$ cat config.mk
export PLATFORM = sky130hd
export DESIGN_NAME = dadd_arb
export DESIGN_NICKNAME = d
export VERILOG_FILES = /design/src/rtl/dadd_arb.sv
export SDC_FILE = /design/constraint.sdc
export NUM_CORES = 1
export LEC_CHECK = 0
export CAP_MARGIN = 20
export CORE_AREA = 4 4 183 185
export DETAILED_ROUTE_END_ITERATION = 12
export DIE_AREA = 0 0 187 189
export GPL_ROUTABILITY_DRIVEN = 0
export PLACE_DENSITY = 0.48
export SETUP_SLACK_MARGIN = 0.4
export SYNTH_ARGS = -nofsm -noshare
export SYNTH_HDL_FRONTEND = slang
export SYNTH_SLANG_ARGS = --single-unit
export TNS_END_PERCENT = 5
$ cat constraint.sdc
create_clock -name clk -period 3.3 [get_ports clk]
set_input_delay 0.66 -clock clk [delete_from_list [all_inputs] [get_ports clk]]
set_output_delay 0.66 -clock clk [all_outputs]
set_load 0.05 [all_outputs]
$ cat src/rtl/dadd_arb.sv
// Round-robin arbiter sharing one dadd increment datapath between NREQ requesters.
// Results are routed back to the issuing channel through a two-stage tag pipe.
module dadd_arb #(
    parameter int NREQ   = 4,
    parameter int AWIDTH = 32,
    parameter int DWIDTH = 32
) (
    input  logic                   clk,
    input  logic                   rst,
    input  logic                   arb_en,
    output logic                   arb_idle,
    input  logic [NREQ-1:0]        req_valid,
    input  logic [NREQ*DWIDTH-1:0] req_data,
    input  logic [NREQ*AWIDTH-1:0] req_addr,
    output logic [NREQ-1:0]        req_ready,
    output logic [NREQ-1:0]        rsp_valid,
    output logic [DWIDTH-1:0]      rsp_data,
    output logic [AWIDTH-1:0]      rsp_addr,
    output logic                   dadd_in_en,
    output logic [DWIDTH-1:0]      dadd_in,
    output logic [AWIDTH-1:0]      dadd_in_addr,
    input  logic                   dadd_out_en,
    input  logic [DWIDTH-1:0]      dadd_out,
    input  logic [AWIDTH-1:0]      dadd_out_addr,
    output logic [15:0]            issue_cnt
);

    localparam int PW = $clog2(NREQ);

    typedef enum logic [1:0] {IDLE, RUN, DRAIN} state_t;

    state_t              state_q, state_d;
    logic [PW-1:0]       rr_ptr_q, rr_ptr_d;
    logic                tag1_valid_q, tag1_valid_d;
    logic [PW-1:0]       tag1_id_q, tag1_id_d;
    logic                tag2_valid_q, tag2_valid_d;
    logic [PW-1:0]       tag2_id_q, tag2_id_d;
    logic                dadd_in_en_q, dadd_in_en_d;
    logic [DWIDTH-1:0]   dadd_in_q, dadd_in_d;
    logic [AWIDTH-1:0]   dadd_in_addr_q, dadd_in_addr_d;
    logic [15:0]         issue_cnt_q, issue_cnt_d;
    logic                arb_idle_q, arb_idle_d;

    logic                grant_found;
    logic                grant;
    logic [PW-1:0]       winner;
    logic [PW-1:0]       scan_idx;
    logic [DWIDTH-1:0]   win_data;
    logic [AWIDTH-1:0]   win_addr;

    // Rotating priority scan starting at rr_ptr; first valid channel wins.
    always_comb begin
        grant_found = 1'b0;
        winner      = '0;
        scan_idx    = '0;
        for (int k = 0; k < NREQ; k++) begin
            scan_idx = PW'((int'(rr_ptr_q) + k) % NREQ);
            if (!grant_found && req_valid[scan_idx]) begin
                grant_found = 1'b1;
                winner      = scan_idx;
            end
        end
    end

    assign grant = (state_q == RUN) && arb_en && grant_found;

    always_comb begin
        win_data  = '0;
        win_addr  = '0;
        req_ready = '0;
        rsp_valid = '0;
        for (int i = 0; i < NREQ; i++) begin
            if (winner == PW'(i)) begin
                win_data = req_data[i*DWIDTH +: DWIDTH];
                win_addr = req_addr[i*AWIDTH +: AWIDTH];
            end
            if (tag2_id_q == PW'(i)) begin
                rsp_valid[i] = dadd_out_en & tag2_valid_q;
            end
        end
        if (grant) begin
            req_ready[winner] = 1'b1;
        end
    end

    // The op held in tag2 returns this cycle, so only tag1 can keep DRAIN busy.
    always_comb begin
        state_d        = state_q;
        rr_ptr_d       = rr_ptr_q;
        tag1_valid_d   = grant;
        tag1_id_d      = winner;
        tag2_valid_d   = tag1_valid_q;
        tag2_id_d      = tag1_id_q;
        dadd_in_en_d   = grant;
        dadd_in_d      = dadd_in_q;
        dadd_in_addr_d = dadd_in_addr_q;
        issue_cnt_d    = issue_cnt_q;
        case (state_q)
            IDLE:    if (arb_en) state_d = RUN;
            RUN:     if (!arb_en) state_d = DRAIN;
            DRAIN:   if (!tag1_valid_q) state_d = IDLE;
            default: state_d = IDLE;
        endcase
        if (grant) begin
            rr_ptr_d       = (winner == PW'(NREQ - 1)) ? '0 : winner + PW'(1);
            dadd_in_d      = win_data;
            dadd_in_addr_d = win_addr;
            issue_cnt_d    = issue_cnt_q + 16'd1;
        end
        arb_idle_d = (state_d == IDLE);
    end

    always_ff @(posedge clk) begin
        if (rst) begin
            state_q        <= IDLE;
            rr_ptr_q       <= '0;
            tag1_valid_q   <= 1'b0;
            tag1_id_q      <= '0;
            tag2_valid_q   <= 1'b0;
            tag2_id_q      <= '0;
            dadd_in_en_q   <= 1'b0;
            dadd_in_q      <= '0;
            dadd_in_addr_q <= '0;
            issue_cnt_q    <= '0;
            arb_idle_q     <= 1'b1;
        end else begin
            state_q        <= state_d;
            rr_ptr_q       <= rr_ptr_d;
            tag1_valid_q   <= tag1_valid_d;
            tag1_id_q      <= tag1_id_d;
            tag2_valid_q   <= tag2_valid_d;
            tag2_id_q      <= tag2_id_d;
            dadd_in_en_q   <= dadd_in_en_d;
            dadd_in_q      <= dadd_in_d;
            dadd_in_addr_q <= dadd_in_addr_d;
            issue_cnt_q    <= issue_cnt_d;
            arb_idle_q     <= arb_idle_d;
        end
    end

    assign arb_idle     = arb_idle_q;
    assign dadd_in_en   = dadd_in_en_q;
    assign dadd_in      = dadd_in_q;
    assign dadd_in_addr = dadd_in_addr_q;
    assign issue_cnt    = issue_cnt_q;
    assign rsp_data     = dadd_out;
    assign rsp_addr     = dadd_out_addr;

endmodule

==> results of run 1 <==
[registers in the layout (all words and copies together) (netlist names)]
signal,flops
dadd_in,32
dadd_in_addr,32
issue_cnt,16
rr_ptr_q,2
state_q,2
tag1_id_q,2
tag2_id_q,2
arb_idle,1
dadd_in_en,1
tag2_valid_q,1
[layout make-up]
| class | instances | area (um2) |
|---|---|---|
| inverter | 68 | 255 |
| sequential | 91 | 1820 |
| multi-input combinational | 431 | 3000 |
| tap | 408 | 510 |
| clock inverter | 7 | 67.6 |
| timing repair buffer | 391 | 4000 |
| fill | 3420 | 22200 |
| clock buffer | 9 | 225 |
[power groups by stage]
stage | Combinational (uW) | Clock [uW] | Sequential (uW)
3_3_place_gp | 1220 | 0 | 1200
3_5_place_dp | 1230 | 0 | 1200
4_1_cts | 1230 | 1150 | 1180
5_1_grt | 1310 | 1180 | 1180
2_1_floorplan | 663 | 0 | 1350
6_report | 1220 | 1080 | 1180
[worst max path at each step]
| stage | to | start | depth (start not counted) |
|---|---|---|---|
| 2_1_floorplan | req_ready[1] | req_valid[1] | 8 |
| 3_3_place_gp | dadd_in[24]$_SDFFE_PP0N_ | req_valid[0] | 9 |
| 3_5_place_dp | dadd_in[3]$_SDFFE_PP0N_ | req_valid[0] | 10 |
| 4_1_cts | req_ready[3] | req_valid[3] | 8 |
| 5_1_grt | rsp_valid[2] | dadd_out_en | 4 |
| 6_report | rsp_valid[2] | dadd_out_en | 4 |
[routing by layer]
| layer | wire length, um | up-vias | track usage, % |
|---|---|---|---|
| li1 | - | 3133 | - |
| met1 | 10700 | 3084 | 17.0 |
| met2 | 13300 | 313 | 24.7 |
| met3 | 2510 | 35 | 5.53 |
| met4 | 469 | 0 | 3.58 |
| met5 | 0 | - | 0 |
[cell usage in the layout (no fill, tap or decap), types with 4 or more instances in the layout]
| cell | synthesis | routed |
|---|---|---|
| nand3_1 | 4 | 4 |
| and4_1 | 4 | 4 |
| o21ai_0 | 7 | 7 |
| xnor2_1 | 4 | 4 |
| nor2_1 | 77 | 76 |
| clkdlybuf4s50_1 | 0 | 343 |
| clkbuf_16 | 0 | 9 |
| and3_4 | 0 | 4 |
| or3_1 | 7 | 7 |
| nand2_1 | 11 | 11 |
| buf_4 | 70 | 25 |
| nor3_2 | 10 | 10 |
| a21oi_1 | 77 | 76 |
| a221oi_2 | 10 | 10 |
| buf_12 | 1 | 16 |
| inv_1 | 68 | 66 |
| dfxtp_1 | 91 | 90 |
| nand4_1 | 5 | 5 |
| nor3_1 | 55 | 55 |
| a221o_1 | 64 | 64 |
| a221oi_1 | 54 | 54 |
[through the flow]
stage	util [%]	total power (uW)	instance area (um2)	setup slack (ps)
after floorplan	-	2010	5860	336
after global placement	29.8	2430	9560	-23.8
after detailed placement	29.8	2430	9560	-76.1
after CTS	30.8	3560	9870	371
after global routing	30.8	3670	9880	365
final	30.8	3480	9880	415
[cells by family (layout without fill, tap and decap cells)]
| logic type | Yosys count | in the layout | share of synthesized area [%] |
|---|---|---|---|
| AO/OA/AOI/OAI | 218 | 218 | 30.0 |
| AND/OR/NAND/NOR | 200 | 200 | 18.0 |
| buffers and inverters | 200 | 475 | 18.1 |
| flip-flops | 91 | 91 | 31.6 |
| XOR/XNOR | 7 | 7 | 1.06 |
| adder cells (fa/ha/maj) | 5 | 5 | 1.08 |
| multiplexers | 1 | 1 | 0.195 |
[Yosys cell counts]
master,n
a21o_1,2
a21oi_1,77
a221o_1,64
a221oi_1,54
a221oi_2,10
a41oi_1,1
and2_1,1
and3_1,5
and3b_1,1
and4_1,4
buf_1,1
buf_12,1
buf_2,7
buf_4,70
buf_6,1
clkbuf_1,52
dfxtp_1,91
ha_1,5
inv_1,68
mux2_2,1
nand2_1,11
nand2_4,1
nand2b_1,2
nand3_1,4
nand3b_1,3
nand4_1,5
nand4_2,2
nor2_1,77
nor2b_1,4
nor3_1,55
nor3_2,10
nor3b_1,3
nor4_1,2
nor4b_1,1
o21a_1,1
o21ai_0,7
o22ai_1,1
o31ai_1,1
or3_1,7
or4_1,1
or4_4,1
xnor2_1,4
xor2_1,3
[what timing repair did]
item,in CTS,in global routing
endpoints found under the setup margin,49,7
pin swaps,4,1
gates resized for setup,14,11
==> impl_metrics.py, run 1 <==
metrics = {
    "status": {
        "status": "complete, no violations",
    },
    "timing": {
        "rsz0062_at_grt": "yes",
        "fin_skew_ps": 9.01,
        "slew_headroom_pct": 30.4,
        "setup_viol": 0,
        "period_share_pct": 87.4,
        "final.setup.tns_ps": 0,
        "period_minus_slack_ps": 2890,
        "timing.fmax_mhz": 347,
        "worst_pin_slew_ps": 1040,
        "hold_viol": 0,
        "slew_violations": 0,
        "holdWs_ps": 445,
    },
    "yosys": {
        "synthCells": 722,
        "netlist.area_leader.share_pct": 31.6,
        "synth.area.top_cells": "dfxtp_1, a221o_1, buf_4",
        "syn_avg_cell_area_um2": 8.00,
        "ys_seq_area_share_pct": 31.6,
        "syn_nets": 1055,
        "synth_area_leader_cell": "dfxtp_1",
        "yosys_register_bits": 91,
        "synth_area_um2": 5770,
        "ys_warn_count": 0,
        "synth_cell_types": 43,
    },
    "power_and_ir_drop": {
        "pwr-share-seq_pct": 33.8,
        "p_int_uw": 2300,
        "vdd_drop_max_mv": 0.258,
        "p_per_area_nw_per_um2": 352,
        "swShare_pct": 33.9,
        "combPwrFrac_pct": 35.2,
        "power.switching_uw": 1180,
        "p_leak_uw": 0.00371,
        "clockPowerShare_pct": 31.0,
    },
    "worst_setup_path": {
        "regToRegStartpoint": "rr_ptr_q[1]$_SDFFE_PP0N_",
        "reg2reg_slack_ps": 760,
        "crit_family": "buffers and inverters",
        "arrival_ps": 2230,
        "worst-setup-path-type": "input pin to output pin",
        "cp.required_ps": 2640,
        "max_stage_delay_ps": 830,
        "cp-start-kind": "input pin",
        "rr_worst_depth": 10,
        "crit_fanout": 3,
        "crit_chain": "clkdlybuf4s50_1 > nand2_1 > nor3b_1 > clkdlybuf4s50_1",
        "worst-path-buf-inv": 2,
        "r2r-end": "dadd_in[10]$_SDFFE_PP0N_",
        "cpMostUsedCell": "clkdlybuf4s50_1",
        "cp-end-kind": "output pin",
        "crit_path_top_delay_cell": "clkdlybuf4s50_1",
    },
    "cts": {
        "clkSlewWorstSetupHoldPaths_ps": 80,
        "root_buffer": "clkbuf_16",
        "post_cts_buffers": 0,
        "cts_buffers": 9,
        "clockBufferDepth": 2,
        "htreeDepth": 3,
        "ctsHoldBuffers": 0,
        "cts_tree": "done",
        "cts.sinks": 91,
        "clk_latency_ps": 360,
    },
    "die": {
        "dieWidth_um": 187,
        "fp.dieH_um": 189,
        "io_pins": 482,
        "start_util_pct": 18.0,
        "rows": 66,
        "die_area_um2": 35300,
        "fp.coreArea_um2": 32000,
    },
    "placed_design": {
        "port_buffers": 353,
        "hpwl_mm": 20.2,
        "dp.cells": 1389,
    },
    "hold_path": {
        "hold_start": "tag1_id_q[1]$_SDFF_PP0_",
        "hold_class": "flop to flop",
        "holdPathStages": 1,
        "min_to": "tag2_id_q[1]$_SDFF_PP0_",
    },
    "grt": {
        "grt_pass1_vias": 6533,
        "antenna_found_initial": 0,
        "track_usage_pct": 14.4,
        "grt_max_degree": 52,
        "grt_overflow": 0,
        "grt_pass1_wl_mm": 39.9,
    },
    "cells_and_area": {
        "drive_gt1_share_pct": 10.3,
        "area_delta_synth_final_pct": 71.1,
        "n_antenna_cell": 0,
        "final_nets": 1325,
        "finalNonFillerCells": 1405,
    },
    "route": {
        "drt_wl_total_mm": 27.0,
        "avgViaCountPerCell": 4.67,
        "drt_pass1_iterations": 4,
        "post_drt_wl_per_cell_um": 19.2,
        "postRouteAntennaNets": 0,
        "vias": 6565,
        "drt_iter0_drc": 263,
        "drc": 0,
    },
    "flow_run": {
        "cap_viol_max_count": 0,
    },
}
(Power assumes the default switching activity.)
==> run 2: changes to the inputs <==
--- a/config.mk
+++ b/config.mk
@@ -6,11 +6,12 @@
 export NUM_CORES = 1
 export LEC_CHECK = 0
 export CAP_MARGIN = 20
-export CORE_AREA = 4 4 183 185
+export CORE_AREA = 2 2 187 189
 export DETAILED_ROUTE_END_ITERATION = 12
-export DIE_AREA = 0 0 187 189
+export DIE_AREA = 0 0 189 191
 export GPL_ROUTABILITY_DRIVEN = 0
-export PLACE_DENSITY = 0.48
+export GPL_TIMING_DRIVEN = 1
+export PLACE_DENSITY = 0.46
 export SETUP_SLACK_MARGIN = 0.4
 export SYNTH_ARGS = -nofsm -noshare
 export SYNTH_HDL_FRONTEND = slang
==> run 2 against run 1 <==
- final cell count grew 4.3%
- clock skew is essentially flat
- sequential cell count is the same
- critical endpoint is now req_ready[2]
==> impl_metrics.py, run 2 (synthesis results as in run 1) <==
metrics = {
    "timing": {
        "setup_viol": 0,
        "period_share_pct": 86.7,
        "period_minus_slack_ps": 2860,
        "rsz0062_at_grt": "yes",
        "fin_skew_ps": 8.95,
        "worst_pin_slew_ps": 842,
        "holdWs_ps": 443,
        "slew_headroom_pct": 43.7,
        "fin_ws_ps": 439,
        "hold_viol": 0,
        "slew_violations": 0,
        "timing.fmax_mhz": 350,
    },
    "die": {
        "start_util_pct": 16.9,
        "die_area_um2": 36100,
        "fp.dieH_um": 191,
        "fp.coreArea_um2": 34100,
        "dieWidth_um": 189,
        "rows": 68,
        "io_pins": 482,
    },
    "cells_and_area": {
        "fin_area_um2": 10000,
        "area_delta_synth_final_pct": 73.4,
        "fillCellCount": 3661,
        "final_common_cell": "clkdlybuf4s50_1",
        "finalNonFillerCells": 1465,
        "final_cell_mix": "clkdlybuf4s50_1, dfxtp_1, a21oi_1, nor2_1, inv_1",
        "n_antenna_cell": 0,
        "final_nets": 1338,
        "drive_gt1_share_pct": 10.7,
        "ff_latch_area_um2": 1820,
        "multi_input_area_um2": 2970,
    },
    "power_and_ir_drop": {
        "p_leak_uw": 0.00380,
        "vdd_drop_max_mv": 0.224,
        "p_per_area_nw_per_um2": 352,
    },
    "hold_path": {
        "hold_start": "tag1_id_q[1]$_SDFF_PP0_",
        "min_to": "tag2_id_q[1]$_SDFF_PP0_",
        "holdPathStages": 1,
        "hold_class": "flop to flop",
    },
    "placed_design": {
        "hpwl_mm": 19.9,
        "port_buffers": 353,
        "place_ws_ps": -210,
        "place_area_um2": 9640,
        "dp.cells": 1443,
    },
    "grt": {
        "grt_pass1_vias": 6844,
        "grt_overflow": 0,
        "grt_pass1_wl_mm": 39.8,
        "track_usage_pct": 14.3,
        "antenna_found_initial": 0,
        "grt_max_degree": 73,
    },
    "worst_setup_path": {
        "cp-start-kind": "input pin",
        "cp-end-kind": "output pin",
        "r2r-end": "dadd_in[2]$_SDFFE_PP0N_",
        "cp.required_ps": 2640,
        "arrival_ps": 2200,
        "reg2reg_slack_ps": 670,
        "regToRegStartpoint": "rr_ptr_q[1]$_SDFFE_PP0N_",
        "worst-setup-path-type": "input pin to output pin",
        "rr_worst_depth": 11,
        "crit_fanout": 3,
    },
    "cts": {
        "cts.sinks": 91,
        "root_buffer": "clkbuf_16",
        "clkSlewWorstSetupHoldPaths_ps": 70,
        "cts_tree": "done",
        "cts_buffers": 9,
        "htreeDepth": 3,
        "clockBufferDepth": 2,
        "clk_latency_ps": 360,
    },
    "route": {
        "postRouteAntennaNets": 0,
        "vias": 6589,
        "avgViaCountPerCell": 4.50,
        "drt_wl_total_mm": 26.8,
        "drt_pass1_iterations": 5,
        "drc": 0,
        "drt_iter0_drc": 217,
        "post_drt_wl_per_cell_um": 18.3,
    },
    "flow_run": {
        "cap_viol_max_count": 0,
    },
    "status": {
        "status": "complete, no violations",
    },
}
-- run 2: metrics by stage --
| step | util [%] | total power, uW | setup TNS (ps) |
|---|---|---|---|
| CTS | 29.3 | 3590 | 0 |
| detailed placement | 28.2 | 2430 | -5140 |
| finish | 29.3 | 3520 | 0 |
| global placement | 28.2 | 2430 | -3540 |
| global route | 29.3 | 3720 | 0 |
| floorplan | - | 2010 | 0 |
-- run 2: final cells by class --
cell class                 count  area share, %
timing repair buffer         404           40.9
clock buffer                   9           2.25
clock inverter                 7          0.750
multi-input combinational    431           29.6
tap                          455           5.69
inverter                      68           2.55
sequential                    91           18.2
-- run 2: how the worst max path moves through the flow --
stage | start | end | slack, ps | cells after the start
floorplan | req_valid[1] | req_ready[1] | 340 | 8
global placement | req_valid[1] | dadd_in[30]$_SDFFE_PP0N_ | -150 | 10
detailed placement | req_valid[1] | dadd_in[30]$_SDFFE_PP0N_ | -210 | 10
CTS | dadd_out_en | rsp_valid[2] | 390 | 4
global route | req_valid[3] | req_ready[2] | 370 | 8
finish | req_valid[3] | req_ready[2] | 440 | 8
-- run 2: report_power, final --
| group | switching, uW | internal [uW] | total [uW] |
|---|---|---|---|
| Clock | 511 | 595 | 1110 |
| Sequential | 27.9 | 1150 | 1170 |
| Combinational | 608 | 630 | 1240 |
-- run 2: worst max-delay path: stages --
cell and delay [ps]:
clkdlybuf4s15_1 180, or4_4 500, nand4_1 150, buf_4 150, ha_4 140, buf_12 100, and3_4 190, buf_12 130
-- run 2: per-layer routing --
metal | share of wire (%) | global-route usage, % | up-vias
met5 | 0 | 0 | -
met4 | 2.7 | 5.47 | 0
met3 | 8.9 | 5.21 | 41
met2 | 48 | 24.5 | 313
met1 | 41 | 16.3 | 3076
li1 | - | - | 3159
-- run 2: timing repair --
action,CTS,global route
endpoints found under the setup margin,62,10
hold buffers,0,0
gates resized for setup,13,3
gates cloned,1,0
pin swaps,5,2
buffers inserted,5,0
==> run 3: changes to the inputs <==
--- a/config.mk
+++ b/config.mk
@@ -13,6 +13,7 @@
 export GPL_TIMING_DRIVEN = 1
 export PLACE_DENSITY = 0.46
 export SETUP_SLACK_MARGIN = 0.4
+export SKIP_LAST_GASP = 1
 export SYNTH_ARGS = -nofsm -noshare
 export SYNTH_HDL_FRONTEND = slang
 export SYNTH_SLANG_ARGS = --single-unit
==> results of run 3 <==
Same layout as run 2: the final DEF is identical, and so are final timing and power.
